**config.mk**
```make
export PLATFORM = sky130hd
export DESIGN_NAME = mem_arbiter
export DESIGN_NICKNAME = d
export VERILOG_FILES = /design/src/rtl/mem_arb_pkg.sv /design/src/rtl/mem_arb_grant.sv /design/src/rtl/mem_arbiter.sv
export SDC_FILE = /design/constraint.sdc
export NUM_CORES = 1
export LEC_CHECK = 0
export CORE_MARGIN = 1.5
export CORE_UTILIZATION = 39
export DETAILED_ROUTE_END_ITERATION = 8
export GPL_TIMING_DRIVEN = 0
export PLACE_DENSITY = 0.81
export SYNTH_ARGS = -nofsm -noshare
export SYNTH_HDL_FRONTEND = slang
export SYNTH_SLANG_ARGS = --single-unit
```
**constraint.sdc**
```tcl
create_clock -name clk -period 2.3 [get_ports clk]
set_input_delay 0.46 -clock clk [delete_from_list [all_inputs] [get_ports clk]]
set_output_delay 0.46 -clock clk [all_outputs]
set_load 0.01 [all_outputs]
```
**src/rtl/mem_arb_pkg.sv**
```systemverilog
// Shared definitions for the fetch/data memory arbiter.
// Optional round-robin arbitration is selected with the MEM_ARB_RR_EN macro.
package mem_arb_pkg;

  localparam int DW = 16;

  typedef enum logic [1:0] {
    IDLE = 2'd0,
    BUSY = 2'd1,
    RESP = 2'd2
  } state_t;

  localparam logic PORT_I = 1'b0;
  localparam logic PORT_D = 1'b1;

endpackage

```
**src/rtl/mem_arb_grant.sv**
```systemverilog
// Winner select between fetch and data requests.
// MEM_ARB_RR_EN: alternate on conflicts using last_grant; otherwise data wins conflicts.
module mem_arb_grant
  import mem_arb_pkg::*;
(
  input  logic i_req,
  input  logic d_req,
  input  logic last_grant,
  output logic valid,
  output logic winner
);

  // NOTE: every signal written in always_comb gets a default first, so no path can infer a latch.
  always_comb begin
    valid  = i_req | d_req;
    winner = PORT_I;
    if (i_req && d_req) begin
`ifdef MEM_ARB_RR_EN
      winner = (last_grant == PORT_D) ? PORT_I : PORT_D;
`else
      winner = PORT_D;
`endif
    end else if (d_req) begin
      winner = PORT_D;
    end
  end

`ifndef MEM_ARB_RR_EN
  logic unused_last_grant;
  assign unused_last_grant = last_grant;
`endif

endmodule

```
**src/rtl/mem_arbiter.sv**
```systemverilog
// Two-port (fetch / data) arbiter in front of a single cache-plus-memory system.
// Define MEM_ARB_RR_EN for round-robin conflict resolution; default is data-port priority.
module mem_arbiter
  import mem_arb_pkg::*;
(
  input  logic          clk,
  input  logic          rst,
  input  logic [DW-1:0] i_Addr,
  input  logic          i_Rd,
  output logic [DW-1:0] i_DataOut,
  output logic          i_Done,
  output logic          i_Stall,
  output logic          i_err,
  input  logic [DW-1:0] d_Addr,
  input  logic [DW-1:0] d_DataIn,
  input  logic          d_Rd,
  input  logic          d_Wr,
  output logic [DW-1:0] d_DataOut,
  output logic          d_Done,
  output logic          d_Stall,
  output logic          d_err,
  output logic          d_CacheHit,
  output logic [DW-1:0] mem_Addr,
  output logic [DW-1:0] mem_DataIn,
  output logic          mem_Rd,
  output logic          mem_Wr,
  input  logic [DW-1:0] mem_DataOut,
  input  logic          mem_Done,
  input  logic          mem_Stall,
  input  logic          mem_CacheHit,
  input  logic          mem_err
);

  state_t        state;
  logic [DW-1:0] req_addr, req_data, rsp_data;
  logic          req_rd, req_wr, req_bad, owner, last_grant;
  logic          rsp_hit, rsp_err, proto_err, i_done_q, d_done_q;
  logic          i_req, d_req, grant_valid, grant_port;

  assign i_req = i_Rd;
  assign d_req = d_Rd | d_Wr;

  mem_arb_grant u_grant (
    .i_req      (i_req),
    .d_req      (d_req),
    .last_grant (last_grant),
    .valid      (grant_valid),
    .winner     (grant_port)
  );

  // NOTE: sequential state uses non-blocking assignments only, so every register samples pre-edge values.
  always_ff @(posedge clk or posedge rst) begin
    if (rst) begin
      state      <= IDLE;
      req_addr   <= '0;
      req_data   <= '0;
      req_rd     <= 1'b0;
      req_wr     <= 1'b0;
      req_bad    <= 1'b0;
      owner      <= PORT_I;
      last_grant <= PORT_D;
      rsp_data   <= '0;
      rsp_hit    <= 1'b0;
      rsp_err    <= 1'b0;
      proto_err  <= 1'b0;
      i_done_q   <= 1'b0;
      d_done_q   <= 1'b0;
    end else begin
      i_done_q <= 1'b0;
      d_done_q <= 1'b0;
      case (state)
        IDLE: begin
          if (mem_Done) proto_err <= 1'b1;
          if (grant_valid) begin
            owner <= grant_port;
            state <= BUSY;
            if (grant_port == PORT_D) begin
              // Rd and Wr together is served as a read and flagged at completion.
              req_addr <= d_Addr;
              req_data <= d_DataIn;
              req_rd   <= d_Rd;
              req_wr   <= d_Wr & ~d_Rd;
              req_bad  <= d_Rd & d_Wr;
            end else begin
              req_addr <= i_Addr;
              req_data <= '0;
              req_rd   <= 1'b1;
              req_wr   <= 1'b0;
              req_bad  <= 1'b0;
            end
          end
        end
        BUSY: begin
          if (mem_Done) begin
            rsp_data   <= mem_DataOut;
            rsp_hit    <= mem_CacheHit;
            rsp_err    <= mem_err | req_bad | proto_err;
            proto_err  <= 1'b0;
            last_grant <= owner;
            req_rd     <= 1'b0;
            req_wr     <= 1'b0;
            i_done_q   <= (owner == PORT_I);
            d_done_q   <= (owner == PORT_D);
            state      <= RESP;
          end
        end
        RESP: begin
          if (mem_Done) proto_err <= 1'b1;
          state <= IDLE;
        end
        default: state <= IDLE;
      endcase
    end
  end

  assign mem_Addr   = req_addr;
  assign mem_DataIn = req_data;
  assign mem_Rd     = req_rd;
  assign mem_Wr     = req_wr;

  assign i_Done     = i_done_q;
  assign d_Done     = d_done_q;
  assign i_DataOut  = rsp_data;
  assign d_DataOut  = rsp_data;
  assign i_err      = rsp_err;
  assign d_err      = rsp_err;
  assign d_CacheHit = rsp_hit;

  assign i_Stall = i_req & ~i_done_q;
  assign d_Stall = d_req & ~d_done_q;

  // The memory system's own stall is implied by the absence of mem_Done.
  logic unused_mem_stall;
  assign unused_mem_stall = mem_Stall;

endmodule

```
==> impl_metrics.env, run 1 <==
export IMPL_synth_area_leaders="dfrtp_1 56%, mux2_2 13%, mux2_4 11%"
export IMPL_worstHoldStart="owner"
export IMPL_synth_seq_cells=59
export IMPL_yosys_cell_types_count=25
export IMPL_cts_buffers=9
export IMPL_sw_frac_of_total_pct=30.5
export IMPL_crit_start="i_Rd"
export IMPL_yosysSeqAreaShare_pct=56.3
export IMPL_die_height_um=85
export IMPL_crit_required_ns=1.84
export IMPL_crit_path_frequent_cell="clkdlybuf4s50_1"
export IMPL_reg2reg_from="state[1]"
export IMPL_port_buffers=144
export IMPL_place_area_um2=4180
export IMPL_avgSynthCellArea_um2=15.0
export IMPL_fin_crit_sh_pct=95.3
export IMPL_slew_headroom_pct=63.8
export IMPL_holdCritPathClass="flip-flop to flip-flop"
export IMPL_gr_total_overflow=0
export IMPL_slew_violations=0
export IMPL_switchingPower_mw=1.72
export IMPL_yosysTopAreaCell="dfrtp_1"
export IMPL_drtIter0Drc=47
export IMPL_crit_path_top_delay_cell="clkdlybuf4s50_1"
export IMPL_clock_sinks=59
export IMPL_clockBufferDepth=2
export IMPL_holdBufCountCts=0
export IMPL_dpl_cell_count=397
export IMPL_clkPwrFrac_pct=13.6
export IMPL_leakagePower_nw=1.91
export IMPL_wl_per_cell_um=15.4
export IMPL_antenna_found_initial=0
export IMPL_die_x_um=85
export IMPL_powerDensity_nw_per_um2=1300
export IMPL_synth_edf_count=0
export IMPL_async_reset_ff_share_pct=100
export IMPL_h_tree_depth=3
export IMPL_met2_length_mm=3.19
export IMPL_grt_use_total_pct=18.3
export IMPL_gp_congestion=0.768
export IMPL_rsz0062_at_grt="false"
export IMPL_start_util_pct=40.8
export IMPL_fillerInstances=501
export IMPL_row_count=29
export IMPL_highest_layer="met4"
export IMPL_setup_viol=0
export IMPL_grt_pass1_vias=2050
export IMPL_synth_top_area_share_pct=56.3
export IMPL_fin_area_um2=4340
export IMPL_critPathLaunchType="primary input"
export IMPL_ioPinCount=146
export IMPL_worstSetupPathType="primary input to output pin"
export IMPL_synth_nets=248
export IMPL_worstSetupEndpointType="output pin"
export IMPL_seqPwrFrac_pct=33.2
export IMPL_crit_chain="clkdlybuf4s50_1 > nor2b_1 > clkdlybuf4s50_1"
export IMPL_path_clk_slew_ns=0.06
export IMPL_dp_hpwl_mm=4.80
export IMPL_core_um2=6420
export IMPL_drcViolationCount=11
export IMPL_drive_gt1_share_pct=27.9
export IMPL_combPwrFrac_pct=53.1
export IMPL_intPower_mw=3.93
export IMPL_tightest_slew_ns=0.543
export IMPL_synthFlopType="dfrtp_1"
export IMPL_grt_pass1_wl_mm=10.2
export IMPL_arrival_ns=1.73
export IMPL_status="finished with violations"
export IMPL_failed_checks="design-rule violations"
export IMPL_peakVddDrop_v=0.000603
export IMPL_ant_nets=0
export IMPL_first_pass_iters=6
export IMPL_postSynthCellCount=175
export IMPL_area_growth_pct=65.5
export IMPL_vias=1942
export IMPL_syn_cell_area_um2=2620
export IMPL_die_area_um2=7230
export IMPL_finalNetCount=405
export IMPL_fin_cells=410
export IMPL_wl_met3_um=526
export IMPL_wl_met1_mm=2.57
export IMPL_vias_per_cell=4.74
export IMPL_critPathMaxFanout=3
export IMPL_multi_input_area_um2=942
export IMPL_finClkSkew_ns=0.00861
export IMPL_slowest_delay_ns=0.57
export IMPL_cap_violations=0
export IMPL_post_route_min_period_ns=2.19
export IMPL_hold_slack_ns=0.448
export IMPL_regArea_um2=1480
export IMPL_clk_latency_ns=0.32
export IMPL_cts_tree="built"
export IMPL_drt_total_wl_mm=6.33
export IMPL_hold_viol=0
export IMPL_fmax_mhz=456
export IMPL_root_buffer="clkbuf_8"
export IMPL_diodes=0
export IMPL_grt_max_degree=38
export IMPL_synth_yosys_warnings=0
==> metal layers <==
metal / global-route usage [%] / vias up
met2: 30.5 / 80
met4: 6.56 / 0
li1: - / 915
met5: 0 / -
met3: 5.54 / 6
met1: 22.5 / 941
==> registers in the layout, summed over array words and instances, names as in the netlist, 2 cells and up <==
register	count
mem_DataIn	16
d_DataOut	16
state	2
mem_Addr	16
==> Yosys cell counts (all sizes together) (2+ instances only) <==
master and number:
dfrtp 59, mux2 50, buf 24, a22o 16
nor2 4, o21ai 4, inv 3, nand2 3
and2 2, nor3 2
==> cell type report <==
class | instances | share of cell area (%)
tap | 77 | 2.22
inverter | 3 | 0.259
clock buffer | 12 | 3.57
buffer | 24 | 4.44
sequential | 59 | 34.0
multi-input combinational | 89 | 21.7
timing repair buffer | 146 | 33.8
==> power groups by stage <==
| stage | combinational (mW) | sequential, mW | clock [mW] |
|---|---|---|---|
| after global routing | 3.20 | 1.95 | 0.852 |
| after detailed placement | 3.04 | 1.89 | 0 |
| after global placement | 2.97 | 1.86 | 0 |
| final | 3.00 | 1.88 | 0.770 |
| after CTS | 3.05 | 1.88 | 0.797 |
| after floorplan | 1.24 | 2.07 | 0 |
==> path summary, 6_finish.rpt <==
| check | endpoint | cells after the start | slack (ns) |
|---|---|---|---|
| worst max-delay path | i_Stall | 3 | 0.11 |
| worst min-delay path | i_Done | 1 | 0.45 |
| worst max register to register | mem_Addr[1] | 4 | 0.82 |
| worst min register to register | i_Done | 1 | 0.45 |
| max in group asynchronous | d_DataOut[5] | 3 | 1.23 |
| min in group asynchronous | mem_Addr[7] | 2 | 0.49 |
==> timing repair <==
item                       in CTS  in global routing
gates resized for setup         2                  0
setup endpoints to repair       1                  0
buffers inserted                1                  0
==> worst max-delay path: cells and delay by family <==
family	cells	cell delay (ns)
AND/OR/NAND/NOR	1	0.16
buffers and inverters	2	1.11
==> layout by cell type (no fill, tap or decap), types with 2 or more instances in the layout <==
master	n
dfrtp_1	59
inv_1	2
buf_12	2
buf_6	2
a22o_1	16
dlygate4sd2_1	2
buf_4	19
o21ai_0	4
clkdlybuf4s50_1	142
buf_2	3
mux2_4	19
mux2_2	31
nand2_1	3
and2_1	2
clkbuf_8	11
nor2_1	2
==> kinds of logic after synthesis <==
family | Yosys count | synth area share, %
DFF | 59 | 56.3
muxes | 51 | 24.6
buffers and inverters | 27 | 7.78
AOI/OAI and AO/OA | 23 | 7.59
and+or+nand+nor | 15 | 3.77
==> per-stage QoR <==
step                power [mW]  TNS [ns]  util, %  setup slack (ns)
finish                    5.65         0     67.6             0.109
detailed placement        4.93    -0.253     65.1            -0.253
global placement          4.84    -40.84     64.8            -0.692
CTS                       5.73         0     67.6            0.0956
floorplan                 3.31         0        -             0.384
global route              6.00         0     67.6            0.0809
Power figures use the tool's default switching activity.
==> run 2: changes to the inputs <==
--- a/config.mk
+++ b/config.mk
@@ -10,6 +10,8 @@
 export DETAILED_ROUTE_END_ITERATION = 8
 export GPL_TIMING_DRIVEN = 0
 export PLACE_DENSITY = 0.81
+export REMOVE_ABC_BUFFERS = 1
 export SYNTH_ARGS = -nofsm -noshare
 export SYNTH_HDL_FRONTEND = slang
+export SYNTH_HIERARCHICAL = 1
 export SYNTH_SLANG_ARGS = --single-unit
==> run 2 against run 1 <==
The flow still finishes with violations (design-rule violations). Clock power grew 7.3%. Die area grew 0.33%. Sequential share of layout area grew 1.2 points. Sequential cell count is the same. Hold slack lost 0.025 ns. Wire length grew 1.3%. Largest cell class unchanged. Combinational power shrank 29%. Core utilization shrank 2.4 points. Critical endpoint is now mem_Addr[1]. Fmax grew 1.6%.
==> impl_metrics.env, run 2 <==
export IMPL_critPathLaunchType="primary input"
export IMPL_avgSynthCellArea_um2=11.2
export IMPL_fmax_mhz=463
export IMPL_antenna_found_initial=0
export IMPL_drcViolationCount=9
export IMPL_hold_depth=1
export IMPL_cp_endpoint="mem_Addr[1]"
export IMPL_cap_violations=0
export IMPL_die_height_um=85.1
export IMPL_cts_buffers=9
export IMPL_p_total_mw=4.65
export IMPL_reg2reg_from="state[1]"
export IMPL_area_growth_pct=59.2
export IMPL_worstSetupEndpointType="flip-flop"
export IMPL_start_util_pct=41.0
export IMPL_dp_hpwl_mm=4.69
export IMPL_r2r_end="d_DataOut[4]"
export IMPL_multi_input_area_um2=911
export IMPL_crit_required_ns=2.54
export IMPL_status="finished with violations"
export IMPL_leakagePower_nw=1.91
export IMPL_die_area_um2=7250
export IMPL_gr_total_overflow=0
export IMPL_regArea_um2=1480
export IMPL_first_pass_iters=6
export IMPL_worstSetupPathType="primary input to flip-flop"
export IMPL_r2r_cells=2
export IMPL_fin_ws_ns=0.142
export IMPL_row_count=29
export IMPL_sw_frac_of_total_pct=31.8
export IMPL_peakVddDrop_v=0.000516
export IMPL_path_clk_slew_ns=0.07
export IMPL_r2r_slack_ns=0.68
export IMPL_cts_tree="built"
export IMPL_grt_pass1_vias=2150
export IMPL_powerDensity_nw_per_um2=1110
export IMPL_layout_common_cells="143 x clkdlybuf4s50_1, 59 x dfrtp_1, 52 x nand2_1"
export IMPL_combPwrFrac_pct=45.7
export IMPL_port_buffers=144
export IMPL_gp_congestion=0.739
export IMPL_fin_cells=445
export IMPL_diodes=0
export IMPL_syn_cell_area_um2=2630
export IMPL_finalNetCount=436
export IMPL_slew_headroom_pct=54.8
export IMPL_fin_crit_sh_pct=93.8
export IMPL_clock_sinks=59
export IMPL_postSynthCellCount=234
export IMPL_vias=2082
export IMPL_setup_viol=0
export IMPL_failed_checks="design-rule violations"
export IMPL_switchingPower_mw=1.48
export IMPL_drt_total_wl_mm=6.41
export IMPL_rsz0062_at_grt="false"
export IMPL_slew_violations=0
export IMPL_grt_use_total_pct=18.6
export IMPL_clk_latency_ns=0.32
export IMPL_grt_pass1_wl_mm=10.6
export IMPL_intPower_mw=3.17
export IMPL_arrival_ns=2.40
export IMPL_dpl_cell_count=426
export IMPL_post_route_min_period_ns=2.16
export IMPL_critPathMaxFanout=29
export IMPL_ioPinCount=146
export IMPL_holdCritPathClass="flip-flop to flip-flop"
export IMPL_root_buffer="clkbuf_8"
export IMPL_finClkSkew_ns=0.00519
export IMPL_ant_nets=0
export IMPL_clkPwrFrac_pct=17.7
export IMPL_h_tree_depth=3
export IMPL_fillerInstances=524
export IMPL_vias_per_cell=4.68
export IMPL_final_common_cell="clkdlybuf4s50_1"
export IMPL_wl_per_cell_um=14.4
export IMPL_drtIter0Drc=71
export IMPL_seqPwrFrac_pct=36.5
export IMPL_crit_start="d_Wr"
export IMPL_hold_viol=0
export IMPL_grt_max_degree=32
export IMPL_dpl_worst_slack_ns=-0.967
export IMPL_tightest_slew_ns=0.677
export IMPL_die_x_um=85.1
export IMPL_clockBufferDepth=2
export IMPL_drive_gt1_share_pct=15.5
export IMPL_core_um2=6420
export IMPL_synth_yosys_warnings=6
-- run 2: per-layer routing --
| metal | wire length (µm) | GRT usage, % | vias up |
|---|---|---|---|
| met4 | 99 | 7.00 | 0 |
| li1 | - | - | 1028 |
| met3 | 411 | 5.35 | 11 |
| met1 | 2550 | 22.6 | 970 |
| met2 | 3350 | 31.5 | 73 |
| met5 | 0 | 0 | - |
-- run 2: power groups by stage --
stage | logic [mW] | clock network, mW | registers (mW)
after floorplan | 0.545 | 0 | 1.95
final | 2.13 | 0.826 | 1.70
after detailed placement | 2.15 | 0 | 1.72
after CTS | 2.16 | 0.846 | 1.71
after global placement | 2.07 | 0 | 1.69
after global routing | 2.29 | 0.906 | 1.76
-- run 2: area by class of cell --
type | instances | share of cell area [%]
well taps | 77 | 2.30
inverters | 5 | 0.448
clock inverters | 2 | 0.239
repair buffers | 149 | 36.1
flip-flops and latches | 59 | 35.2
clock buffers | 14 | 3.88
multi-input cells | 139 | 21.7
-- run 2: what timing repair did --
action / CTS / global route
resized for setup: 3 / 0
setup buffers: 2 / 0
hold buffers: 0 / 0
endpoints found under the hold margin: 0 / 0
setup endpoints to repair: 36 / 0
-- run 2: worst min-delay path by stage --
| stage | from | end | slack [ns] |
|---|---|---|---|
| global route | owner | i_Done | 0.47 |
| detailed placement | owner | i_Done | 0.42 |
| floorplan | owner | i_Done | 0.40 |
| finish | owner | i_Done | 0.42 |
| global placement | owner | i_Done | 0.41 |
| CTS | owner | i_Done | 0.43 |
-- run 2: per-stage QoR --
step                cell area, µm²  hold WS, ns  utilization, %  TNS (ns)
finish                        4190        0.423            65.2         0
detailed placement            3990        0.415            62.1    -30.74
floorplan                     2390        0.403               -    -18.60
global route                  4190        0.469            65.2         0
CTS                           4190        0.426            65.2         0
global placement              3930        0.412            61.2   -104.50
-- run 2: critical path, stage by stage --
cell             delay [ns]
clkdlybuf4s50_1        0.48
or2_4                  0.31
or2_1                  0.25
or3b_4                 0.52
buf_16                 0.22
nand2_1                0.08
o21ai_2                0.06
==> run 3: changes to the inputs <==
--- a/config.mk
+++ b/config.mk
@@ -5,8 +5,9 @@
 export SDC_FILE = /design/constraint.sdc
 export NUM_CORES = 1
 export LEC_CHECK = 0
+export ABC_AREA = 1
 export CORE_MARGIN = 1.5
-export CORE_UTILIZATION = 39
+export CORE_UTILIZATION = 40
 export DETAILED_ROUTE_END_ITERATION = 8
 export GPL_TIMING_DRIVEN = 0
 export PLACE_DENSITY = 0.81
==> run 3 against run 2 <==
The run now ends clean. Synthesized cell count grew 43%. Sequential cell count is the same. Critical path depth shrank 3. Final cell count grew 22%.
==> impl_metrics.env, run 3 <==
export IMPL_syn_cell_area_um2=2790
export IMPL_drtIter0Drc=53
export IMPL_h_tree_depth=3
export IMPL_rsz0062_at_grt="false"
export IMPL_grt_max_degree=55
export IMPL_layout_common_cells="162 x nand2_1, 143 x clkdlybuf4s50_1, 59 x dfrtp_1"
export IMPL_start_util_pct=41.3
export IMPL_grt_util_met1_pct=21.7
export IMPL_leakagePower_nw=2.15
export IMPL_critPathLaunchType="primary input"
export IMPL_clk_latency_ns=0.32
export IMPL_tightest_slew_ns=0.695
export IMPL_hold_viol=0
export IMPL_wl_per_cell_um=13.0
export IMPL_fin_ws_ns=0.227
export IMPL_ant_nets=0
export IMPL_setup_viol=0
export IMPL_row_count=30
export IMPL_dpl_cell_count=526
export IMPL_drive_gt1_share_pct=9.96
export IMPL_holdCritPathClass="flip-flop to flip-flop"
export IMPL_fin_cells=542
export IMPL_diodes=0
export IMPL_met3_usage_pct=5.90
export IMPL_arrival_ns=1.61
export IMPL_synth_yosys_warnings=6
export IMPL_r2r_slack_ns=0.85
export IMPL_dpl_worst_slack_ns=-0.441
export IMPL_utilization_pct=64.5
export IMPL_clockBufferDepth=2
export IMPL_drt_total_wl_mm=7.03
export IMPL_final_common_cell="nand2_1"
export IMPL_finalNetCount=530
export IMPL_fin_area_um2=4360
export IMPL_ioPinCount=146
export IMPL_slew_violations=0
export IMPL_grt_pass1_vias=2412
export IMPL_crit_path_frequent_cell="clkdlybuf4s50_1"
export IMPL_cts_tree="built"
export IMPL_grt_pass1_wl_mm=11.1
export IMPL_port_buffers=144
export IMPL_place_area_um2=4100
export IMPL_vias=2459
export IMPL_cap_violations=0
export IMPL_gr_usage_met2_pct=34.7
export IMPL_post_route_min_period_ns=2.07
export IMPL_fin_crit_sh_pct=90.1
export IMPL_crit_path_top_delay_cell="clkdlybuf4s50_1"
export IMPL_worstSetupPathType="primary input to output pin"
export IMPL_cts_setup_buffers=0
export IMPL_core_um2=6760
export IMPL_fillerInstances=582
export IMPL_die_height_um=86.6
export IMPL_crit_chain="clkdlybuf4s50_1 > inv_1 > nor2_1 > clkdlybuf4s50_1"
export IMPL_grt_busiest_layer="met2"
export IMPL_powerDensity_nw_per_um2=1270
export IMPL_fmax_mhz=482
export IMPL_dp_hpwl_mm=4.94
export IMPL_vias_per_cell=4.54
export IMPL_crit_required_ns=1.84
export IMPL_avgSynthCellArea_um2=8.36
export IMPL_die_x_um=86.6
export IMPL_clock_sinks=59
export IMPL_drcViolationCount=0
export IMPL_slew_headroom_pct=53.6
export IMPL_die_area_um2=7490
export IMPL_antenna_found_initial=0
export IMPL_postSynthCellCount=334
export IMPL_critPathMaxFanout=2
export IMPL_first_pass_iters=4
export IMPL_finClkSkew_ns=0.00750
export IMPL_grt_use_total_pct=19.4
export IMPL_gp_congestion=0.707
export IMPL_root_buffer="clkbuf_8"
export IMPL_cts_buffers=9
export IMPL_gr_total_overflow=0
export IMPL_area_growth_pct=56.0
export IMPL_path_clk_slew_ns=0.07
export IMPL_worstSetupEndpointType="output pin"
export IMPL_status="completed"
export IMPL_slowest_delay_ns=0.55
export IMPL_peakVddDrop_v=0.000744
## run 3: where the power goes
group	switching, mW	internal, mW	total, mW
clock network	0.403	0.717	1.12
registers	0.313	1.51	1.83
logic	1.23	1.38	2.61
total	1.94	3.61	5.55
## run 3: layout make-up
| class | count | area (µm²) | area share [%] |
|---|---|---|---|
| well taps | 80 | 100 | 2.30 |
| multi-input cells | 214 | 970 | 22.3 |
| repair buffers | 145 | 1460 | 33.6 |
| inverters | 28 | 108 | 2.47 |
| flip-flops and latches | 59 | 1480 | 33.9 |
| clock buffers | 9 | 124 | 2.84 |
| clock inverters | 7 | 116 | 2.67 |
## run 3: repair_timing
item / in CTS / in global routing
pin swaps: 0 / 0
hold buffers: 0 / 0
endpoints found under the setup margin: 37 / 12
resized for setup: 1 / 2
## run 3: path summary, 6_finish.rpt
check,start,endpoint,cells after the start
min in group asynchronous,rst,mem_DataIn[2],2
min reg2reg,owner,i_Done,1
max reg2reg,state[0],mem_DataIn[14],4
max,i_Rd,i_Stall,4
min,owner,i_Done,1
max in group asynchronous,rst,d_DataOut[7],3
## run 3: layer usage
layer | up-vias | wire [µm]
li1 | 1239 | -
met1 | 1114 | 2940
met2 | 100 | 3410
met3 | 6 | 608
met4 | 0 | 75
met5 | - | 0
## run 3: metrics by stage
stage	hold slack, ns	power (mW)	TNS [ns]
5_1_grt	0.478	5.93	0
4_1_cts	0.467	5.62	0
6_report	0.475	5.55	0
3_5_place_dp	0.459	4.47	-14.85
3_3_place_gp	0.450	4.39	-71.03
2_1_floorplan	0.426	2.92	0
## run 3: worst max-delay path: cells and delay by family
kind / cells / cell delay [ns]
buffers and inverters: 3 / 1.06
and+or+nand+nor: 1 / 0.09
